===== src/rtl/xocc_dsa_cmd_endpoint.sv =====
// rtl/xocc_dsa_cmd_endpoint.sv - DSA-side XOCC queue endpoint: pops commands, dispatches EXEC, pushes responses
// Optional engine watchdog enabled by defining XOCC_DSA_TIMEOUT_EN.
module xocc_dsa_cmd_endpoint #(
    parameter int TIMEOUT_CYCLES = 1024,
    parameter int CNT_WIDTH      = 16
) (
    input  logic                 xocc_clk,
    input  logic                 cpurst_b,
    input  logic                 empty_cmd,
    input  logic [31:0]          dsa_cmd_buffer,
    output logic                 rd_en_cmd,
    input  logic                 full_rsp,
    output logic                 wr_en_rsp,
    output logic [31:0]          dsa_rsp_buffer,
    output logic                 eng_req_vld,
    output logic [27:0]          eng_req_data,
    input  logic                 eng_req_rdy,
    input  logic                 eng_rsp_vld,
    input  logic [31:0]          eng_rsp_data,
    output logic                 busy,
    output logic [CNT_WIDTH-1:0] cmd_cnt,
    output logic [7:0]           err_cnt
);

    typedef enum logic [2:0] {
        ST_IDLE,
        ST_DECODE,
        ST_ISSUE,
        ST_WAIT,
        ST_RESP
    } state_e;

    localparam logic [3:0] OP_NOP  = 4'h0;
    localparam logic [3:0] OP_EXEC = 4'h1;
    localparam logic [3:0] OP_ECHO = 4'h2;

    if (TIMEOUT_CYCLES < 1 || TIMEOUT_CYCLES > 65535) begin : g_bad_timeout
        $error("TIMEOUT_CYCLES out of range 1..65535");
    end

    state_e               state_q, state_d;
    logic [31:0]          cmd_q, cmd_d;
    logic [31:0]          rsp_q, rsp_d;
    logic [CNT_WIDTH-1:0] cmd_cnt_q, cmd_cnt_d;
    logic [7:0]           err_cnt_q, err_cnt_d;
    logic                 err_inc;

`ifdef XOCC_DSA_TIMEOUT_EN
    localparam logic [15:0] TIMER_LAST = 16'(TIMEOUT_CYCLES - 1);
    logic [15:0] timer_q, timer_d;

    always_ff @(posedge xocc_clk or negedge cpurst_b) begin
        if (!cpurst_b) begin
            timer_q <= '0;
        end else begin
            timer_q <= timer_d;
        end
    end
`endif

    always_ff @(posedge xocc_clk or negedge cpurst_b) begin
        if (!cpurst_b) begin
            state_q   <= ST_IDLE;
            cmd_q     <= '0;
            rsp_q     <= '0;
            cmd_cnt_q <= '0;
            err_cnt_q <= '0;
        end else begin
            state_q   <= state_d;
            cmd_q     <= cmd_d;
            rsp_q     <= rsp_d;
            cmd_cnt_q <= cmd_cnt_d;
            err_cnt_q <= err_cnt_d;
        end
    end

    always_comb begin
        state_d     = state_q;
        cmd_d       = cmd_q;
        rsp_d       = rsp_q;
        cmd_cnt_d   = cmd_cnt_q;
        err_inc     = 1'b0;
        rd_en_cmd   = 1'b0;
        wr_en_rsp   = 1'b0;
        eng_req_vld = 1'b0;
`ifdef XOCC_DSA_TIMEOUT_EN
        timer_d     = timer_q;
`endif
        case (state_q)
            ST_IDLE: begin
                if (!empty_cmd) begin
                    rd_en_cmd = 1'b1;
                    cmd_d     = dsa_cmd_buffer;
                    cmd_cnt_d = cmd_cnt_q + 1'b1;
                    state_d   = ST_DECODE;
                end
            end
            ST_DECODE: begin
                case (cmd_q[31:28])
                    OP_NOP:  state_d = ST_IDLE;
                    OP_ECHO: begin
                        rsp_d   = cmd_q;
                        state_d = ST_RESP;
                    end
                    OP_EXEC: begin
                        state_d = ST_ISSUE;
`ifdef XOCC_DSA_TIMEOUT_EN
                        timer_d = '0;
`endif
                    end
                    default: begin
                        rsp_d   = {4'hE, cmd_q[27:0]};
                        err_inc = 1'b1;
                        state_d = ST_RESP;
                    end
                endcase
            end
            ST_ISSUE: begin
                eng_req_vld = 1'b1;
                if (eng_req_rdy) begin
                    state_d = ST_WAIT;
                end
            end
            ST_WAIT: begin
                if (eng_rsp_vld) begin
                    rsp_d   = eng_rsp_data;
                    state_d = ST_RESP;
                end
            end
            ST_RESP: begin
                wr_en_rsp = ~full_rsp;
                if (!full_rsp) begin
                    state_d = ST_IDLE;
                end
            end
            default: state_d = ST_IDLE;
        endcase
`ifdef XOCC_DSA_TIMEOUT_EN
        // Expiry overrides ISSUE/WAIT unless the engine result lands this very cycle.
        if (state_q == ST_ISSUE || state_q == ST_WAIT) begin
            timer_d = timer_q + 16'd1;
            if (timer_q == TIMER_LAST && !(state_q == ST_WAIT && eng_rsp_vld)) begin
                rsp_d       = {4'hD, cmd_q[27:0]};
                err_inc     = 1'b1;
                eng_req_vld = 1'b0;
                state_d     = ST_RESP;
            end
        end
`endif
        err_cnt_d = (err_inc && err_cnt_q != 8'hFF) ? err_cnt_q + 8'd1 : err_cnt_q;
    end

    assign dsa_rsp_buffer = rsp_q;
    assign eng_req_data   = cmd_q[27:0];
    assign busy           = (state_q != ST_IDLE);
    assign cmd_cnt        = cmd_cnt_q;
    assign err_cnt        = err_cnt_q;

endmodule

===== config.mk =====
export PLATFORM = sky130hd
export DESIGN_NAME = xocc_dsa_cmd_endpoint
export DESIGN_NICKNAME = d
export VERILOG_FILES = /design/src/rtl/xocc_dsa_cmd_endpoint.sv
export SDC_FILE = /design/constraint.sdc
export NUM_CORES = 1
export LEC_CHECK = 0
export BUFFER_PORTS_ARGS = -buffer_cell sky130_fd_sc_hd__buf_2
export CAP_MARGIN = 20
export CORE_MARGIN = 10
export CORE_UTILIZATION = 54
export CTS_BUF_LIST = sky130_fd_sc_hd__clkbuf_8
export DETAILED_ROUTE_END_ITERATION = 10
export GPL_TIMING_DRIVEN = 0
export PLACE_DENSITY = 0.95
export SLEW_MARGIN = 20
export SYNTH_ARGS = -nofsm -noshare
export SYNTH_HDL_FRONTEND = slang
export SYNTH_SLANG_ARGS = --single-unit
export TNS_END_PERCENT = 5

===== constraint.sdc =====
create_clock -name xocc_clk -period 3 [get_ports xocc_clk]
set_clock_uncertainty 0.05 [all_clocks]
set_input_delay 0.6 -clock xocc_clk [delete_from_list [all_inputs] [get_ports xocc_clk]]
set_output_delay 0.6 -clock xocc_clk [all_outputs]
set_load 0.03 [all_outputs]

Word-level counts from Yosys, hierarchy flattened --
Index checks and enable logic that the tools add are counted.
Word-level totals: bits of input ports 70, output and inout port bits 88, register bits 91, logic and storage cells 46
Cells by class: reductions and logical operators 10, bitwise operators 2, add/sub/neg operators 2, mux-type cells 15, equal/unequal tests 12
Operator list (number):
- $pmux W32 S2 | 2
- $mux W32 | 1
- $add A16 B1 Y16 const B | 1
- $pmux W3 S5 | 1
- $mux W3 | 4
- $ne A2 B2 Y1 const B | 5
- $add A8 B1 Y8 const B | 1
- $ne A8 B8 Y1 const B | 1
- $eq A3 B2 Y1 const B | 2
- $mux W1 | 6
- $pmux W3 S2 | 1
- $eq A4 B1 Y1 const B | 1
- $eq A4 B2 Y1 const B | 1
- $logic_not A4 Y1 | 1
- $reduce_and A4 Y1 | 1
- $eq A3 B1 Y1 const B | 1
- $eq A3 B3 Y1 const B | 1
- $logic_not A3 Y1 | 1
- $reduce_and A3 Y1 | 1
- $reduce_bool A3 Y1 | 1
- $reduce_or A3 Y1 | 1
- $not A1 Y1 | 2
- $reduce_and A2 Y1 | 1
- $reduce_bool A2 Y1 | 1
- 2 further kinds | 2

Longest topological paths before layout --
Gate-level depths: netlist of the first run.
word-level depth 5, gate-level depth with buffers 8, gate-level depth less buffers 5

Least setup slack after synthesis of the first run --
OpenSTA, ideal clock, no wires.
path type flip-flop to output port, start register state_q[1], end output port rd_en_cmd, data required time 2.350 ns, buffers on the path 3, cell stages (with the launch flop) 6, slack 0.699 ns, arrival 1.651 ns, path through dfrtp_1 -> buf_6 -> or4_4 -> buf_2 -> inv_2 -> buf_2
Between the ends: word-level cells in the longest chain between the ends 2
RTL lines:
- start: declaration | RTL line 41 | state_e state_q, state_d;
- start signal: assignment | RTL line 69 | state_q <= state_d;
- $logic_not A3 Y1 | RTL line 89 | case (state_q)
- $mux W1 | RTL line 89
- end: declaration | RTL line 11 | output logic rd_en_cmd,
No other way between the ends.

Final worst setup path of the first run --
Same ends and word-level chain as after synthesis.

==> results of run 1 <==
timing repair:
action / CTS / global route
endpoints found under the setup margin: 1 / 1
resized for setup: 0 / 1
setup buffers: 0 / 0
placed cells by master, fill, tap and decap left out, drive strengths merged, types with 3 or more instances in the layout:
cell | netlist | routed
a21oi | 31 | 31
and3 | 3 | 3
buf | 38 | 195
clkbuf | 11 | 21
clkinv | 0 | 3
dfrtp | 91 | 91
inv | 36 | 36
nand2 | 112 | 112
nand3 | 9 | 9
nand4 | 3 | 3
nor2 | 7 | 7
nor3 | 8 | 8
o21ai | 3 | 3
o22ai | 28 | 28
xnor2 | 12 | 12
xor2 | 7 | 7
logic make-up after synthesis:
family,Yosys count,synth area share
buf+inv,85,0.109
xor+xnor,19,0.0409
fa+ha+maj,2,0.00615
mux,3,0.00799
simple gates,157,0.176
compound gates,70,0.101
flops,91,0.559
critical path: stages (launching register included):
cell                       delay [ns]
sky130_fd_sc_hd__dfrtp_1         0.42
sky130_fd_sc_hd__buf_6           0.15
sky130_fd_sc_hd__or4_4           0.58
sky130_fd_sc_hd__buf_2           0.24
sky130_fd_sc_hd__clkinv_2        0.24
sky130_fd_sc_hd__buf_2           0.26
cell type report:
cell class                 count  area share
sequential                    91       0.439
multi-input combinational    251       0.260
timing repair buffer         158       0.156
buffer                        48      0.0583
clock buffer                  10      0.0265
inverter                      36      0.0263
tap                           99      0.0239
clock inverter                 5      0.0106
metrics by stage:
| step | setup slack (ns) | std cells |
|---|---|---|
| after floorplan | 0.699 | 427 |
| after global placement | 0.227 | 683 |
| after detailed placement | 0.215 | 684 |
| after CTS | 0.0256 | 698 |
| after global routing | 0.0465 | 698 |
| final | 0.139 | 698 |
flip-flops by register name (all words and copies together) (netlist names):
signal	cells
state_q	3
dsa_rsp_buffer	32
cmd_q	32
err_cnt	8
cmd_cnt	16
worst max-delay path by stage:
stage                           startpoint         to  slack (ns)  cells past startpoint
detailed placement               empty_cmd  rd_en_cmd        0.21                      6
global route        state_q[0]$_DFFE_PN0P_  rd_en_cmd        0.05                      5
CTS                 state_q[1]$_DFFE_PN0P_  rd_en_cmd        0.03                      5
global placement                 empty_cmd  rd_en_cmd        0.23                      6
finish              state_q[1]$_DFFE_PN0P_  rd_en_cmd        0.14                      5
floorplan           state_q[1]$_DFFE_PN0P_  rd_en_cmd        0.70                      5
metal layers:
metal,vias to the layer above,part of all wire,global-route usage
met5,-,0,0
met4,0,0.010,0.0619
met3,11,0.081,0.0551
met2,144,0.52,0.339
met1,1707,0.39,0.224
li1,1711,-,-
synth_stat cells:
cell / instances
sky130_fd_sc_hd__buf_6: 1
sky130_fd_sc_hd__nor4_1: 1
sky130_fd_sc_hd__buf_4: 28
sky130_fd_sc_hd__a211o_1: 1
sky130_fd_sc_hd__inv_2: 1
sky130_fd_sc_hd__clkbuf_1: 11
sky130_fd_sc_hd__nor4b_1: 1
sky130_fd_sc_hd__xor2_1: 7
sky130_fd_sc_hd__and4b_1: 1
sky130_fd_sc_hd__nor2_1: 7
sky130_fd_sc_hd__a41o_1: 1
sky130_fd_sc_hd__xnor2_1: 12
sky130_fd_sc_hd__nand3_1: 9
sky130_fd_sc_hd__and2_1: 1
sky130_fd_sc_hd__nand2_1: 112
sky130_fd_sc_hd__nand2b_1: 2
sky130_fd_sc_hd__nor3_1: 6
sky130_fd_sc_hd__or3_1: 2
sky130_fd_sc_hd__mux2i_1: 1
sky130_fd_sc_hd__nand4_1: 3
sky130_fd_sc_hd__a311oi_1: 2
sky130_fd_sc_hd__a21oi_1: 31
sky130_fd_sc_hd__and4_1: 1
sky130_fd_sc_hd__nor4_4: 1
sky130_fd_sc_hd__ha_1: 2
sky130_fd_sc_hd__a211oi_1: 1
sky130_fd_sc_hd__nand4b_1: 2
sky130_fd_sc_hd__nor3_2: 2
sky130_fd_sc_hd__nor3b_2: 1
sky130_fd_sc_hd__mux2_2: 2
sky130_fd_sc_hd__o22ai_1: 28
sky130_fd_sc_hd__o32a_1: 1
sky130_fd_sc_hd__and3_1: 3
sky130_fd_sc_hd__buf_2: 9
sky130_fd_sc_hd__a31oi_1: 2
sky130_fd_sc_hd__o21ai_0: 3
sky130_fd_sc_hd__inv_1: 35
sky130_fd_sc_hd__or4_4: 1
sky130_fd_sc_hd__dfrtp_1: 91
sky130_fd_sc_hd__nor3b_1: 1
where the power goes:
group          switching (W)  internal, W  total, W
Combinational        0.00212      0.00110   0.00322
Clock               0.000402     0.000401  0.000803
Sequential          0.000399      0.00176   0.00216
Total                0.00293      0.00326   0.00618
==> flow_summary.toml, run 1 <==
[finish]
diodes = 0
final-seq-area_um2 = 2280
synthToLayoutAreaGrowth_pct = 27.5
fin_util = 0.712
area_of_the_multi_input_gates_um2 = 1350
post_route_cells_drive_above_1_share = 0.362
number_of_nets_in_the_layout = 667
fillers = 573
finish.instance_area_um2 = 5190

[cts]
ctsHtreeMaxLevel = 3
clkLatencyLatePin_ns = 0.34
cts.sink_count = 91
path_clk_slew_ns = 0.08
cts.root.buffer_cell = "sky130_fd_sc_hd__clkbuf_8"
cts_buffers = 9
cts-hold-fix-buffers = 0
clock_buffer_depth = 2
cts_tree = "built"

[sta]
post_route_worst_hold_slack_ns = 0.216
timing.final.hold_violations = 0
timing.fmax_ghz = 0.350
grt_setup_unrepaired = "no"
timing.setup.tns_ns = 0
final_period_minus_worst_setup_slack_ns = 2.86
timing.max_slew.rel_slack = 0.587
finalSetupViolCount = 0
timing_worst_slew_pin_value_ns = 0.619
slew_viol_final = 0
timing.final.crit_share = 0.954

[yosys]
yosys_cell_types = 40
cell_taking_the_most_area_after_synthesis = "sky130_fd_sc_hd__dfrtp_1"
synth.top_cells.by_area = "sky130_fd_sc_hd__dfrtp_1 56%, sky130_fd_sc_hd__nand2_1 10%, sky130_fd_sc_hd__buf_4 5.2%"
synth.avg_cell_area_um2 = 9.53
synthesis.instances = 427
yosysTopAreaCellShare = 0.559
synthesis.nets = 499
ys_warn_count = 0
synth_seq_cells = 91
ys_seq_area_frac = 0.559
syn-cell-area_um2 = 4070

[die]
cell_row_count = 31
floorplan.initialDensity = 0.558
io-pin-count = 158
die_extent_in_y_um = 107
die_outline_area_um2 = 11400
dieWidth_um = 107
core-area_um2 = 7290

[detailed_routing]
post_drt_via_cell_ratio = 5.12
route.detailed.drc = 0
ant_nets = 0
detail_route.first_pass.iterations = 4
dr_total_vias = 3573
route.detailed.wl_per_inst_um = 16.2
route.final.wire_length_um = 11300
initialDrtViolationCount = 109

[critical_path]
worstPathRequired_ns = 2.35
rr_worst_depth = 7
critPathLaunchType = "flip-flop"
crit-reg2reg-capture = "cmd_q[20]$_DFFE_PN0P_"
critical_path_class = "flip-flop to primary output"
path_max_fanout = 18
critical_path.endpoint_type = "primary output"
rrSetupSlack_ns = 0.83
timing.rr.start = "state_q[1]$_DFFE_PN0P_"
arrival_ns = 2.21

[placed_design]
count_of_port_buffers_added_during_placement = 157
hpwl_um = 9020
gp_routability_congestion = 0.846
dpl-instance-area_um2 = 5000

[power]
max-vdd-ir-drop_mv = 0.793
power.leakage_nw = 2.86
total_power_w = 0.00618
cellPowerDensity_nw_per_um2 = 1190

[outcome]
outcome = "completed"

[grt]
grt_max_degree = 50
gr-total-overflow = 0
initial_antenna_violation_count = 0
grt_usage = 0.194
grt_pass1_wl_um = 18000
first_global_vias = 3636

[flow_run]
max_cap_viol = 0

[worst_hold_path]
hold_class = "primary input to async pin"
No activity file was read; power rests on OpenSTA's default activity.
==> inputs of run 2 (changes only) <==
Settings changed: PLACE_DENSITY 0.95 to unset, PLACE_DENSITY_LB_ADDON set to 0.25.
==> flow_summary.toml, run 2 (same netlist as run 1, synthesis figures left out) <==
[cts]
post-cts-setup-buffers = 0
cts.sink_count = 91
cts.root.buffer_cell = "sky130_fd_sc_hd__clkbuf_8"
cts_tree = "built"
clkLatencyLatePin_ns = 0.34
ctsHtreeMaxLevel = 3
cts_buffers = 9
path_clk_slew_ns = 0.08
clock_buffer_depth = 2

[die]
die_outline_area_um2 = 11400
die_extent_in_y_um = 107
core-area_um2 = 7290
floorplan.initialDensity = 0.558
dieWidth_um = 107
io-pin-count = 158
cell_row_count = 31

[power]
power_switching_w = 0.00291
power.leakage_nw = 2.86
pwr-share-comb = 0.529
cellPowerDensity_nw_per_um2 = 1180
p_clk_frac = 0.117
total_power_w = 0.00607
p_sw_frac = 0.479
max-vdd-ir-drop_mv = 0.503
p_seq_frac = 0.354
internal_power_w = 0.00317

[detailed_routing]
ant_nets = 0
post_drt_via_cell_ratio = 5.07
initialDrtViolationCount = 143
route.detailed.drc = 0
route.final.wire_length_um = 11300
dr_total_vias = 3538
detail_route.first_pass.iterations = 4
route.detailed.wl_per_inst_um = 16.2

[critical_path]
critPathLaunchType = "flip-flop"
slowest_delay_ns = 0.58
worstPathRequired_ns = 2.35
critical_path.endpoint_type = "primary output"
critPathSlowestCell = "sky130_fd_sc_hd__or4_4"
path_max_fanout = 18
cpMostUsedCell = "sky130_fd_sc_hd__buf_2"
worst_path_dominant_cell_family = "buffers and inverters"
critical_path_class = "flip-flop to primary output"
critical_path.cell_chain = "buf_2 -> or4_4 -> buf_2 -> inv_2 -> buf_2"
critical_path.n_buffers_inverters = 4
arrival_ns = 2.22

[finish]
number_of_nets_in_the_layout = 667
diodes = 0
layout_common_cells = "164 x sky130_fd_sc_hd__buf_2, 112 x sky130_fd_sc_hd__nand2_1, 91 x sky130_fd_sc_hd__dfrtp_1"
finalNonFillerCells = 698
synthToLayoutAreaGrowth_pct = 26.9
post_route_cells_drive_above_1_share = 0.359
mostFrequentLayoutCell = "sky130_fd_sc_hd__buf_2"

[grt]
grt_pass1_wl_um = 18300
initial_antenna_violation_count = 0
grt_max_degree = 57
first_global_vias = 3753
gr-total-overflow = 0
grt_usage = 0.198

[sta]
timing.setup.tns_ns = 0
timing.final.hold_violations = 0
grt_setup_unrepaired = "no"
final_period_minus_worst_setup_slack_ns = 2.87
timing.max_slew.rel_slack = 0.637
slew_viol_final = 0
timing_worst_slew_pin_value_ns = 0.544
post_route_worst_hold_slack_ns = 0.158
timing.final.crit_share = 0.956
timing.fmax_ghz = 0.349
finalSetupViolCount = 0

[worst_hold_path]
hold_class = "primary input to async pin"

[placed_design]
gp_routability_congestion = 0.846
placedCellCount = 684
hpwl_um = 8710
count_of_port_buffers_added_during_placement = 157

[outcome]
outcome = "completed"

[flow_run]
max_cap_viol = 0
run 2: cell types whose count changed in the layout (fill, tap and decap cells not counted):
cell                        change
sky130_fd_sc_hd__buf_16         +1
sky130_fd_sc_hd__inv_1          +2
sky130_fd_sc_hd__clkinv_4       -1
sky130_fd_sc_hd__bufinv_16      -1
sky130_fd_sc_hd__inv_2          +1
sky130_fd_sc_hd__clkinv_2       -1
sky130_fd_sc_hd__buf_12         -1
run 2: cell type report:
cell class	instances	area, µm²
Clock inverter	5	23.8
Sequential cell	91	2280
Fill cell	627	2130
Multi-Input combinational cell	251	1350
Timing Repair Buffer	158	816
Tap cell	99	124
Inverter	36	135
Buffer	48	303
Clock buffer	10	138
run 2: routing by layer:
layer / up-vias / track usage / part of all wire
li1: 1710 / - / -
met1: 1682 / 0.240 / 0.41
met2: 129 / 0.327 / 0.49
met3: 17 / 0.0539 / 0.081
met4: 0 / 0.0764 / 0.019
met5: - / 0 / 0
run 2: worst paths after layout:
| path | startpoint | end | slack, ns | depth (start not counted) |
|---|---|---|---|---|
| worst max register to register | state_q[0]$_DFFE_PN0P_ | cmd_q[16]$_DFFE_PN0P_ | 0.81 | 7 |
| max in group asynchronous | cpurst_b | dsa_rsp_buffer[2]$_DFFE_PN0P_ | 2.11 | 2 |
| worst min-delay path | cpurst_b | cmd_q[12]$_DFFE_PN0P_ | 0.16 | 1 |
| worst min register to register | cmd_cnt[15]$_DFFE_PN0P_ | cmd_cnt[15]$_DFFE_PN0P_ | 0.42 | 1 |
| worst max-delay path | state_q[0]$_DFFE_PN0P_ | rd_en_cmd | 0.13 | 5 |
| min in group xocc_clk | dsa_cmd_buffer[24] | cmd_q[24]$_DFFE_PN0P_ | 0.39 | 3 |
run 2: worst reg2reg max path, delay by kind of cell, from the launching register on:
family / cells / cell delay [ns]
buffers and inverters: 4 / 0.95
and+or+nand+nor: 3 / 0.75
DFF: 1 / 0.38
run 2: timing repair:
action                                  4_1_cts  5_1_grt
endpoints found under the setup margin        1        0
endpoints found under the hold margin         0        0
resized for setup                             0        0
hold buffers                                  0        0
run 2: power groups by stage:
| stage | combinational, W | clock (W) | sequential [W] |
|---|---|---|---|
| after global routing | 0.00350 | 0.000778 | 0.00222 |
| after CTS | 0.00326 | 0.000724 | 0.00215 |
| final | 0.00321 | 0.000712 | 0.00215 |
| after detailed placement | 0.00326 | 0 | 0.00217 |
| after global placement | 0.00318 | 0 | 0.00213 |
| after floorplan | 0.00174 | 0 | 0.00268 |
run 2: through the flow:
stage | instance area, µm² | setup slack, ns | util
after floorplan | 4070 | 0.699 | -
after global placement | 4980 | 0.297 | 0.683
after detailed placement | 5010 | 0.297 | 0.687
after CTS | 5170 | 0.0984 | 0.708
after global routing | 5170 | 0.0113 | 0.708
final | 5170 | 0.131 | 0.708
